===== src/rtl/gray_code_converter_arbiter.sv =====
// rtl/gray_code_converter_arbiter.sv - round-robin arbiter sharing one binary/Gray conversion datapath
// Four requesters; binary->Gray in one cycle, Gray->binary bit-serial MSB first.
module gray_code_converter_arbiter #(
  parameter int DATA_WIDTH = 8
) (
  input  logic                    Clock_In,
  input  logic                    Reset_In,
  input  logic                    Enable_In,
  input  logic [3:0]              Req_Valid_In,
  input  logic [3:0]              Req_Mode_In,
  input  logic [4*DATA_WIDTH-1:0] Req_Data_In,
  output logic [3:0]              Req_Ready_Out,
  output logic                    Result_Valid_Out,
  input  logic                    Result_Ready_In,
  output logic [DATA_WIDTH-1:0]   Result_Data_Out,
  output logic [1:0]              Result_Id_Out,
  output logic                    Result_Mode_Out,
  output logic                    Busy_Out
);

  localparam int CW = $clog2(DATA_WIDTH);

  typedef enum logic [1:0] {IDLE, CONV, OUT} state_t;

  state_t                  state, state_next;
  logic [1:0]              last_grant, grant_id, work_id;
  logic                    grant_found, work_mode, prev_bit, serial_bit, conv_done;
  logic [DATA_WIDTH-1:0]   work_data, acc, acc_next;
  logic [CW-1:0]           bit_cnt;

  // Search starts one past the last winner; reset also masks the grant immediately.
  always_comb begin
    grant_found   = 1'b0;
    grant_id      = last_grant;
    Req_Ready_Out = 4'b0000;
    if (state == IDLE && Enable_In && !Reset_In) begin
      for (int k = 1; k <= 4; k++) begin
        if (!grant_found && Req_Valid_In[2'(int'(last_grant) + k)]) begin
          grant_found = 1'b1;
          grant_id    = 2'(int'(last_grant) + k);
        end
      end
    end
    if (grant_found) Req_Ready_Out = 4'b0001 << grant_id;
  end

  always_comb begin
    serial_bit        = prev_bit ^ work_data[bit_cnt];
    acc_next          = acc;
    acc_next[bit_cnt] = serial_bit;
    conv_done         = work_mode ? (bit_cnt == '0) : 1'b1;
  end

  always_comb begin
    state_next = state;
    case (state)
      IDLE:    if (grant_found) state_next = CONV;
      CONV:    if (conv_done) state_next = OUT;
      OUT:     if (Result_Ready_In) state_next = IDLE;
      default: state_next = IDLE;
    endcase
  end

  assign Result_Valid_Out = (state == OUT);
  assign Busy_Out         = (state != IDLE);

  always_ff @(posedge Clock_In or posedge Reset_In) begin
    if (Reset_In) begin
      state           <= IDLE;
      last_grant      <= 2'd3;
      work_data       <= '0;
      work_mode       <= 1'b0;
      work_id         <= 2'd0;
      acc             <= '0;
      prev_bit        <= 1'b0;
      bit_cnt         <= '0;
      Result_Data_Out <= '0;
      Result_Id_Out   <= 2'd0;
      Result_Mode_Out <= 1'b0;
    end else begin
      state <= state_next;
      if (grant_found) begin
        work_data  <= Req_Data_In[grant_id*DATA_WIDTH +: DATA_WIDTH];
        work_mode  <= Req_Mode_In[grant_id];
        work_id    <= grant_id;
        last_grant <= grant_id;
        bit_cnt    <= CW'(DATA_WIDTH - 1);
        prev_bit   <= 1'b0;
        acc        <= '0;
      end
      if (state == CONV) begin
        if (work_mode) begin
          acc      <= acc_next;
          prev_bit <= serial_bit;
          if (bit_cnt != '0) bit_cnt <= bit_cnt - 1'b1;
        end
        // Result registers load only on the CONV->OUT edge so partial bits stay hidden.
        if (conv_done) begin
          Result_Data_Out <= work_mode ? acc_next : (work_data ^ (work_data >> 1));
          Result_Id_Out   <= work_id;
          Result_Mode_Out <= work_mode;
        end
      end
    end
  end

endmodule


===== config.mk =====
export PLATFORM = sky130hd
export DESIGN_NAME = gray_code_converter_arbiter
export DESIGN_NICKNAME = d
export VERILOG_FILES = /design/src/rtl/gray_code_converter_arbiter.sv
export SDC_FILE = /design/constraint.sdc
export NUM_CORES = 1
export LEC_CHECK = 0
export BUFFER_PORTS_ARGS = -buffer_cell sky130_fd_sc_hd__buf_2
export CAP_MARGIN = 20
export CORE_ASPECT_RATIO = 0.9
export CORE_MARGIN = 8
export CORE_UTILIZATION = 53
export CTS_CLUSTER_DIAMETER = 200
export CTS_CLUSTER_SIZE = 24
export DETAILED_ROUTE_END_ITERATION = 12
export PLACE_DENSITY_LB_ADDON = 0.2
export SLEW_MARGIN = 20
export SYNTH_ARGS = -nofsm -noshare
export SYNTH_HDL_FRONTEND = slang
export SYNTH_SLANG_ARGS = --single-unit
export TNS_END_PERCENT = 30

===== constraint.sdc =====
create_clock -name Clock_In -period 2.7 [get_ports Clock_In]
set_input_delay 0.135 -clock Clock_In [delete_from_list [all_inputs] [get_ports Clock_In]]
set_output_delay 0.135 -clock Clock_In [all_outputs]
set_load 0.05 [all_outputs]

==> results of run 1 <==
==> power groups by stage <==
stage	clock [mW]	sequential, mW	combinational (mW)
2_1_floorplan	0	1.20	1.32
3_3_place_gp	0	1.12	1.78
3_5_place_dp	0	1.12	1.79
4_1_cts	0.414	1.11	1.80
5_1_grt	0.437	1.16	1.97
6_report	0.405	1.12	1.80
==> per-stage QoR <==
| stage | util [%] | hold slack, ns | cell area (sq um) |
|---|---|---|---|
| after CTS | 64.60 | 0.03522 | 2863 |
| after global routing | 64.60 | 0.06007 | 2863 |
| after detailed placement | 62.22 | 0.3164 | 2758 |
| final | 64.60 | 0.03834 | 2863 |
| after global placement | 62.22 | 0.2968 | 2758 |
| after floorplan | - | 0.2426 | 2442 |
==> worst min-delay path by stage <==
| stage | to | slack (ns) | depth (start not counted) | startpoint |
|---|---|---|---|---|
| 2_1_floorplan | state[1] | 0.24 | 1 | Result_Ready_In |
| 3_3_place_gp | state[1] | 0.30 | 3 | Reset_In |
| 3_5_place_dp | Result_Id_Out[0] | 0.32 | 3 | Reset_In |
| 4_1_cts | state[1] | 0.04 | 2 | Result_Ready_In |
| 5_1_grt | state[1] | 0.06 | 2 | Result_Ready_In |
| 6_report | state[1] | 0.04 | 2 | Result_Ready_In |
==> layout by cell type, fill, tap and decap left out, types with 6 or more instances in the layout <==
| cell | netlist | routed |
|---|---|---|
| clkbuf_8 | 0 | 6 |
| mux2i_1 | 20 | 20 |
| a21oi_1 | 13 | 13 |
| dfrtp_1 | 36 | 36 |
| nand2_1 | 31 | 31 |
| inv_1 | 7 | 7 |
| nor3_1 | 13 | 13 |
| nand2b_1 | 7 | 7 |
| a221oi_2 | 9 | 9 |
| nor2_1 | 20 | 20 |
| o21ai_0 | 15 | 15 |
| xnor2_1 | 7 | 7 |
| buf_2 | 5 | 60 |
==> cell usage after synthesis, drive strengths merged, types with 3 or more instances <==
cell type and number:
nor2b 4, clkbuf 6, a221oi 9, buf 11, xnor2 7, and2 4, o21a 3, nand2b 7
inv 7, a21oi 13, nor2 21, a31oi 3, nor3 13, a22o 5, o21ai 17, mux2i 20
dfrtp 36, and3 5, nand2 31
==> logic make-up after synthesis <==
kind of cell,after synthesis,synth area share [%]
AOI/OAI and AO/OA,65,22.08
xor gates and xnor gates,8,2.869
adders and majority gates,2,1.024
buffers and inverters,24,5.686
DFF,38,39.04
muxes,22,9.119
and+or+nand+nor,98,20.18
==> per-layer routing <==
layer  routed length, microns  GRT usage (%)  share of wire, %
met5                        0              0                 0
met4                       57          3.774              0.97
met3                      317          4.485               5.4
met2                     2885          29.58                49
met1                     2630          22.26                45
==> final cells by class <==
class                   count  area [sq um]
repair buffers             66         360.3
clock inverters             2         12.51
flip-flops and latches     38         953.4
multi-input cells         195          1350
fillers                   403          1569
well taps                  62         77.57
inverters                   7         26.28
clock buffers               6         82.58
==> worst reg2reg max path, stage by stage (launching register included) <==
cell,delay [ns]
dfrtp_1,0.58
inv_1,0.21
ha_1,0.26
nand2b_1,0.10
nand2_1,0.07
nand2_1,0.43
nor3_1,0.12
a21oi_1,0.15
o311ai_0,0.14
==> state kept, by name, indices dropped and copies added (netlist names), 2 cells and up <==
signal and cells:
Result_Data_Out 8, state 2, Result_Id_Out 2, acc 8, last_grant 2, work_data 8
bit_cnt 3, work_id 2
==> run_results.csv, run 1 <==
group,metric,value,unit
status,outcome,"finished clean",
worst_setup_path,ff2ff_path_depth,8,
worst_setup_path,cp_slowest_cell,"dfstp_2",
global_route,overflow,0,
worst_setup_path,critical_path_arrival,2.36,ns
cts,cts_setup_buffers,0,
logic_synthesis,netlist-cell-type-count,54,
worst_setup_path,worst-path-stages,5,
power,seqPwrFrac,33.7,%
place,pre_cts_slack,0.5082,ns
timing,setup_tns,0,ns
power,pwr-share-clk,12.2,%
cells_and_area,syn2layout_area_growth,17.21,%
detailed_routing,antenna_left,0,
cells_and_area,fin_cells,376,
cells_and_area,fin_nets,359,
power,p_int,1.743,mW
logic_synthesis,synth_nets,303,
detailed_routing,drcViolationCount,0,
floorplan,io-pin-count,61,
floorplan,rows,23,
timing,setup_ws,0.2049,ns
cts,cts_tree,"built",
power,total_power,3.319,mW
worst_setup_path,reg2reg_slack,0.52,ns
cts,cts_made_buffers,5,
detailed_routing,routed_wirelength,5.890,mm
timing,hold_viol,0,
worst_setup_path,worstPathMaxFanout,11,
worst_setup_path,setup.worst_path.start,"last_grant[1]",
place,hpwl,4.465,mm
timing,skew,0.008559,ns
worst_setup_path,cp-end-kind,"output port",
cts,clock_latency,0.29,ns
global_route,grt_pass1_wl,9.825,mm
timing,max_freq,0.4008,GHz
floorplan,die_width,87.56,microns
power,switching_share,47.49,%
timing,maxSlewViolCount,0,
worst_setup_path,worst-path-buf-inv,1,
global_route,grt_use_total,17.64,%
floorplan,start_util,55.11,%
logic_synthesis,synth_edf_count,0,
worst_setup_path,path_delay_family,"simple AND/OR/NAND/NOR gates",
cts,cts.sinks,38,
place,place_inst,367,
worst_setup_path,cp_cell_sequence,"nor4b_1, a211oi_1, nor2_2, and2_1, buf_2",
detailed_routing,routedWlPerCell,15.66,microns
logic_synthesis,yosysSeqAreaShare,39.04,%
floorplan,core-area,0.004432,sq mm
cts,cts-resized-gates,0,
global_route,antenna_found_initial,0,
detailed_routing,via_count,2081,
cells_and_area,n_antenna_cell,0,
logic_synthesis,yosysTopAreaCellShare,36.89,%
cts,clkTransAtPathRegs,0.07,ns
logic_synthesis,syn_inst,257,
floorplan,die-area,0.007039,sq mm
power,p_per_area,1159,mW/mm^2
timing,setup_viol,0,
logic_synthesis,avgSynthCellArea,9.503,sq um
worst_setup_path,critPathKind,"flop to output port",
worst_setup_path,cpPeakStageDelay,0.63,ns
cts,cts_htree_levels,2,
detailed_routing,route.detailed.vias_per_inst,5.535,
timing,fin_crit_sh,92.41,%
worst_hold_path,hp-class,"primary input to flop",
power,p_leak,1.373,nW
cts,postCtsHoldBufs,1,
timing,period_minus_slack,2.495,ns
detailed_routing,drt_first_pass_iters,4,
global_route,grt_pass1_vias,2086,
cts,cts_root_buffer,"clkbuf_8",
worst_setup_path,reg2reg_to,"Result_Data_Out[3]",
detailed_routing,drt_iter0_drc,105,
power,p_switching,1.576,mW
job,maxCapViolCount,0,
cts,cts_max_path_buffers,2,
floorplan,die_h,80.40,microns
logic_synthesis,yosys.area.top_type,"dfrtp_1",
worst_setup_path,startpoint_type,"flop",
logic_synthesis,async_reset_ff_share,100.0,%
logic_synthesis,synthTopCellsByArea,"dfrtp_1, mux2i_1, a221oi_2, nand2_1, nor2_1",
cells_and_area,drive_above_1_share,30.57,%
timing,relSlewSlack,59.45,%
worst_setup_path,worst_ep_required_time,2.57,ns
power,combPwrFrac,54.1,%
timing,rsz0062_at_grt,"no",
power,peakVddDrop,0.7370,mV
place,place_congestion,0.8299,
logic_synthesis,syn_area,0.002442,sq mm
timing,worst_pin_slew,0.6076,ns
worst_setup_path,r2r-start,"bit_cnt[1]",
logic_synthesis,ys.flop_type,"dfrtp_1",
global_route,grt_max_degree,39,
logic_synthesis,synth_seq_cells,38,
place,port_buffers,60,
worst_setup_path,critPathCapture,"Req_Ready_Out[2]",
logic_synthesis,ys_warn_count,0,
(Power assumes the default switching activity.)
==> inputs of run 2 (changes only) <==
--- a/config.mk
+++ b/config.mk
@@ -7,7 +7,7 @@
 export LEC_CHECK = 0
 export BUFFER_PORTS_ARGS = -buffer_cell sky130_fd_sc_hd__buf_2
 export CAP_MARGIN = 20
-export CORE_ASPECT_RATIO = 0.9
+export CORE_ASPECT_RATIO = 1.2
 export CORE_MARGIN = 8
 export CORE_UTILIZATION = 53
 export CTS_CLUSTER_DIAMETER = 200
==> run 2 against run 1 <==
  * Core utilization down 0.31 points
  * Clock power up 47%
  * Largest power group unchanged
  * Highest routed layer unchanged
  * Via count up 1.4%
  * Sequential power about the same
==> run_results.csv, run 2 (synthesis results as in run 1) <==
group,metric,value,unit
global_route,antenna_found_initial,0,
cells_and_area,syn2layout_area_growth,19.16,%
floorplan,core-area,0.004527,sq mm
cells_and_area,final_common_cell,"buf_2",
global_route,overflow,0,
status,outcome,"finished clean",
worst_setup_path,startpoint_type,"flop",
detailed_routing,route.detailed.vias_per_inst,5.657,
cts,cts_root_buffer,"clkbuf_8",
power,p_leak,1.403,nW
cells_and_area,fin_area,0.002910,sq mm
timing,max_freq,0.4002,GHz
place,hpwl,4.668,mm
cells_and_area,postLayoutCoreUtil,64.29,%
global_route,grt_pass1_wl,10.01,mm
floorplan,io-pin-count,61,
timing,relSlewSlack,41.81,%
timing,maxSlewViolCount,0,
cells_and_area,fin_nets,360,
detailed_routing,via_count,2110,
cts,cts_tree,"built",
cts,cts_made_buffers,5,
detailed_routing,drcViolationCount,0,
timing,setup_ws,0.2014,ns
timing,period_minus_slack,2.499,ns
cts,clock_latency,0.29,ns
detailed_routing,drt_first_pass_iters,5,
floorplan,die-area,0.007046,sq mm
timing,hold_viol,0,
floorplan,die_h,90.37,microns
cells_and_area,mostFrequentLayoutCells,"buf_2, dfrtp_1, nand2_1, nor2_1, mux2i_1",
worst_setup_path,cp-end-kind,"output port",
timing,setup_viol,0,
worst_setup_path,critical_path_arrival,2.36,ns
detailed_routing,antenna_left,0,
global_route,grt_pass1_vias,2087,
floorplan,rows,27,
cells_and_area,drive_above_1_share,31.11,%
timing,rsz0062_at_grt,"no",
timing,skew,0.003479,ns
power,p_per_area,1207,mW/mm^2
cts,cts_setup_buffers,0,
place,pre_cts_slack,0.5027,ns
cells_and_area,fin_cells,373,
worst_setup_path,worst_ep_required_time,2.57,ns
cts,postCtsHoldBufs,0,
place,place_inst,365,
cts,cts_htree_levels,2,
timing,setup_tns,0,ns
detailed_routing,drt_iter0_drc,104,
worst_setup_path,critPathKind,"flop to output port",
floorplan,die_width,77.97,microns
cts,clkTransAtPathRegs,0.07,ns
detailed_routing,routed_wirelength,5.996,mm
floorplan,start_util,53.95,%
place,place_congestion,0.8549,
job,maxCapViolCount,0,
power,peakVddDrop,0.7539,mV
global_route,grt_max_degree,25,
cts,cts-resized-gates,0,
place,port_buffers,60,
detailed_routing,routedWlPerCell,16.08,microns
timing,fin_crit_sh,92.54,%
cts,cts.sinks,38,
timing,worst_pin_slew,0.8719,ns
cts,cts_max_path_buffers,2,
global_route,grt_use_total,17.61,%
place,dpl_cell_area,0.002768,sq mm
cells_and_area,reg_top3,"Result_Data_Out x8, acc x8, work_data x8",
worst_hold_path,hp-class,"primary input to flop",
cells_and_area,n_antenna_cell,0,
worst_setup_path,worstPathMaxFanout,11,
==> run 2: cell count changes in the layout (fill, tap and decap cells not counted) <==
cell	change
clkinv_2	-1
clkinvlp_4	-1
bufinv_16	+2
dlygate4sd3_1	-1
buf_4	+2
==> run 2: layer usage <==
metal | vias to the layer above | share of wire, % | global-route usage, %
met5 | - | 0 | 0
met4 | 0 | 2.5 | 7.276
met3 | 18 | 4.3 | 4.681
met2 | 49 | 53 | 30.29
met1 | 993 | 40 | 19.89
li1 | 1050 | - | -
==> run 2: per-stage QoR <==
stage	hold WS (ns)	total power, mW
3_3_place_gp	0.3464	2.902
5_1_grt	0.04996	3.759
6_report	0.03224	3.513
4_1_cts	0.03013	3.534
2_1_floorplan	0.2426	2.520
3_5_place_dp	0.3428	2.927
==> run 2: layout make-up <==
type                            count  area [sq um]
Clock buffer                        6         82.58
Clock inverter                      2         60.06
Fill cell                         406          1617
Inverter                            7         26.28
Multi-Input combinational cell    195          1350
Sequential cell                    38         953.4
Tap cell                           58         72.57
Timing Repair Buffer               67         365.4
==> run 2: path summary, 6_finish.rpt <==
kind	startpoint	end	slack (ns)	depth (start not counted)
worst max-delay path	last_grant[1]	Req_Ready_Out[2]	0.20	5
worst min-delay path	Result_Ready_In	state[1]	0.03	2
worst max register to register	bit_cnt[1]	Result_Data_Out[3]	0.51	8
worst min register to register	Result_Id_Out[0]	Result_Id_Out[0]	0.47	2
max in group asynchronous	Reset_In	acc[7]	2.00	3
min in group asynchronous	Reset_In	state[0]	0.05	2
==> run 2: critical path, cell delays in order (launching register included) <==
cell	delay (ns)
dfstp_2	0.64
nor4b_1	0.35
a211oi_1	0.12
nor2_2	0.49
and2_1	0.20
buf_2	0.26
==> run 2: power breakdown <==
part	leakage [nW]	internal (mW)	switching, mW
registers	0.461	0.810	0.306
logic	0.871	0.732	1.07
clock network	0.0714	0.394	0.200
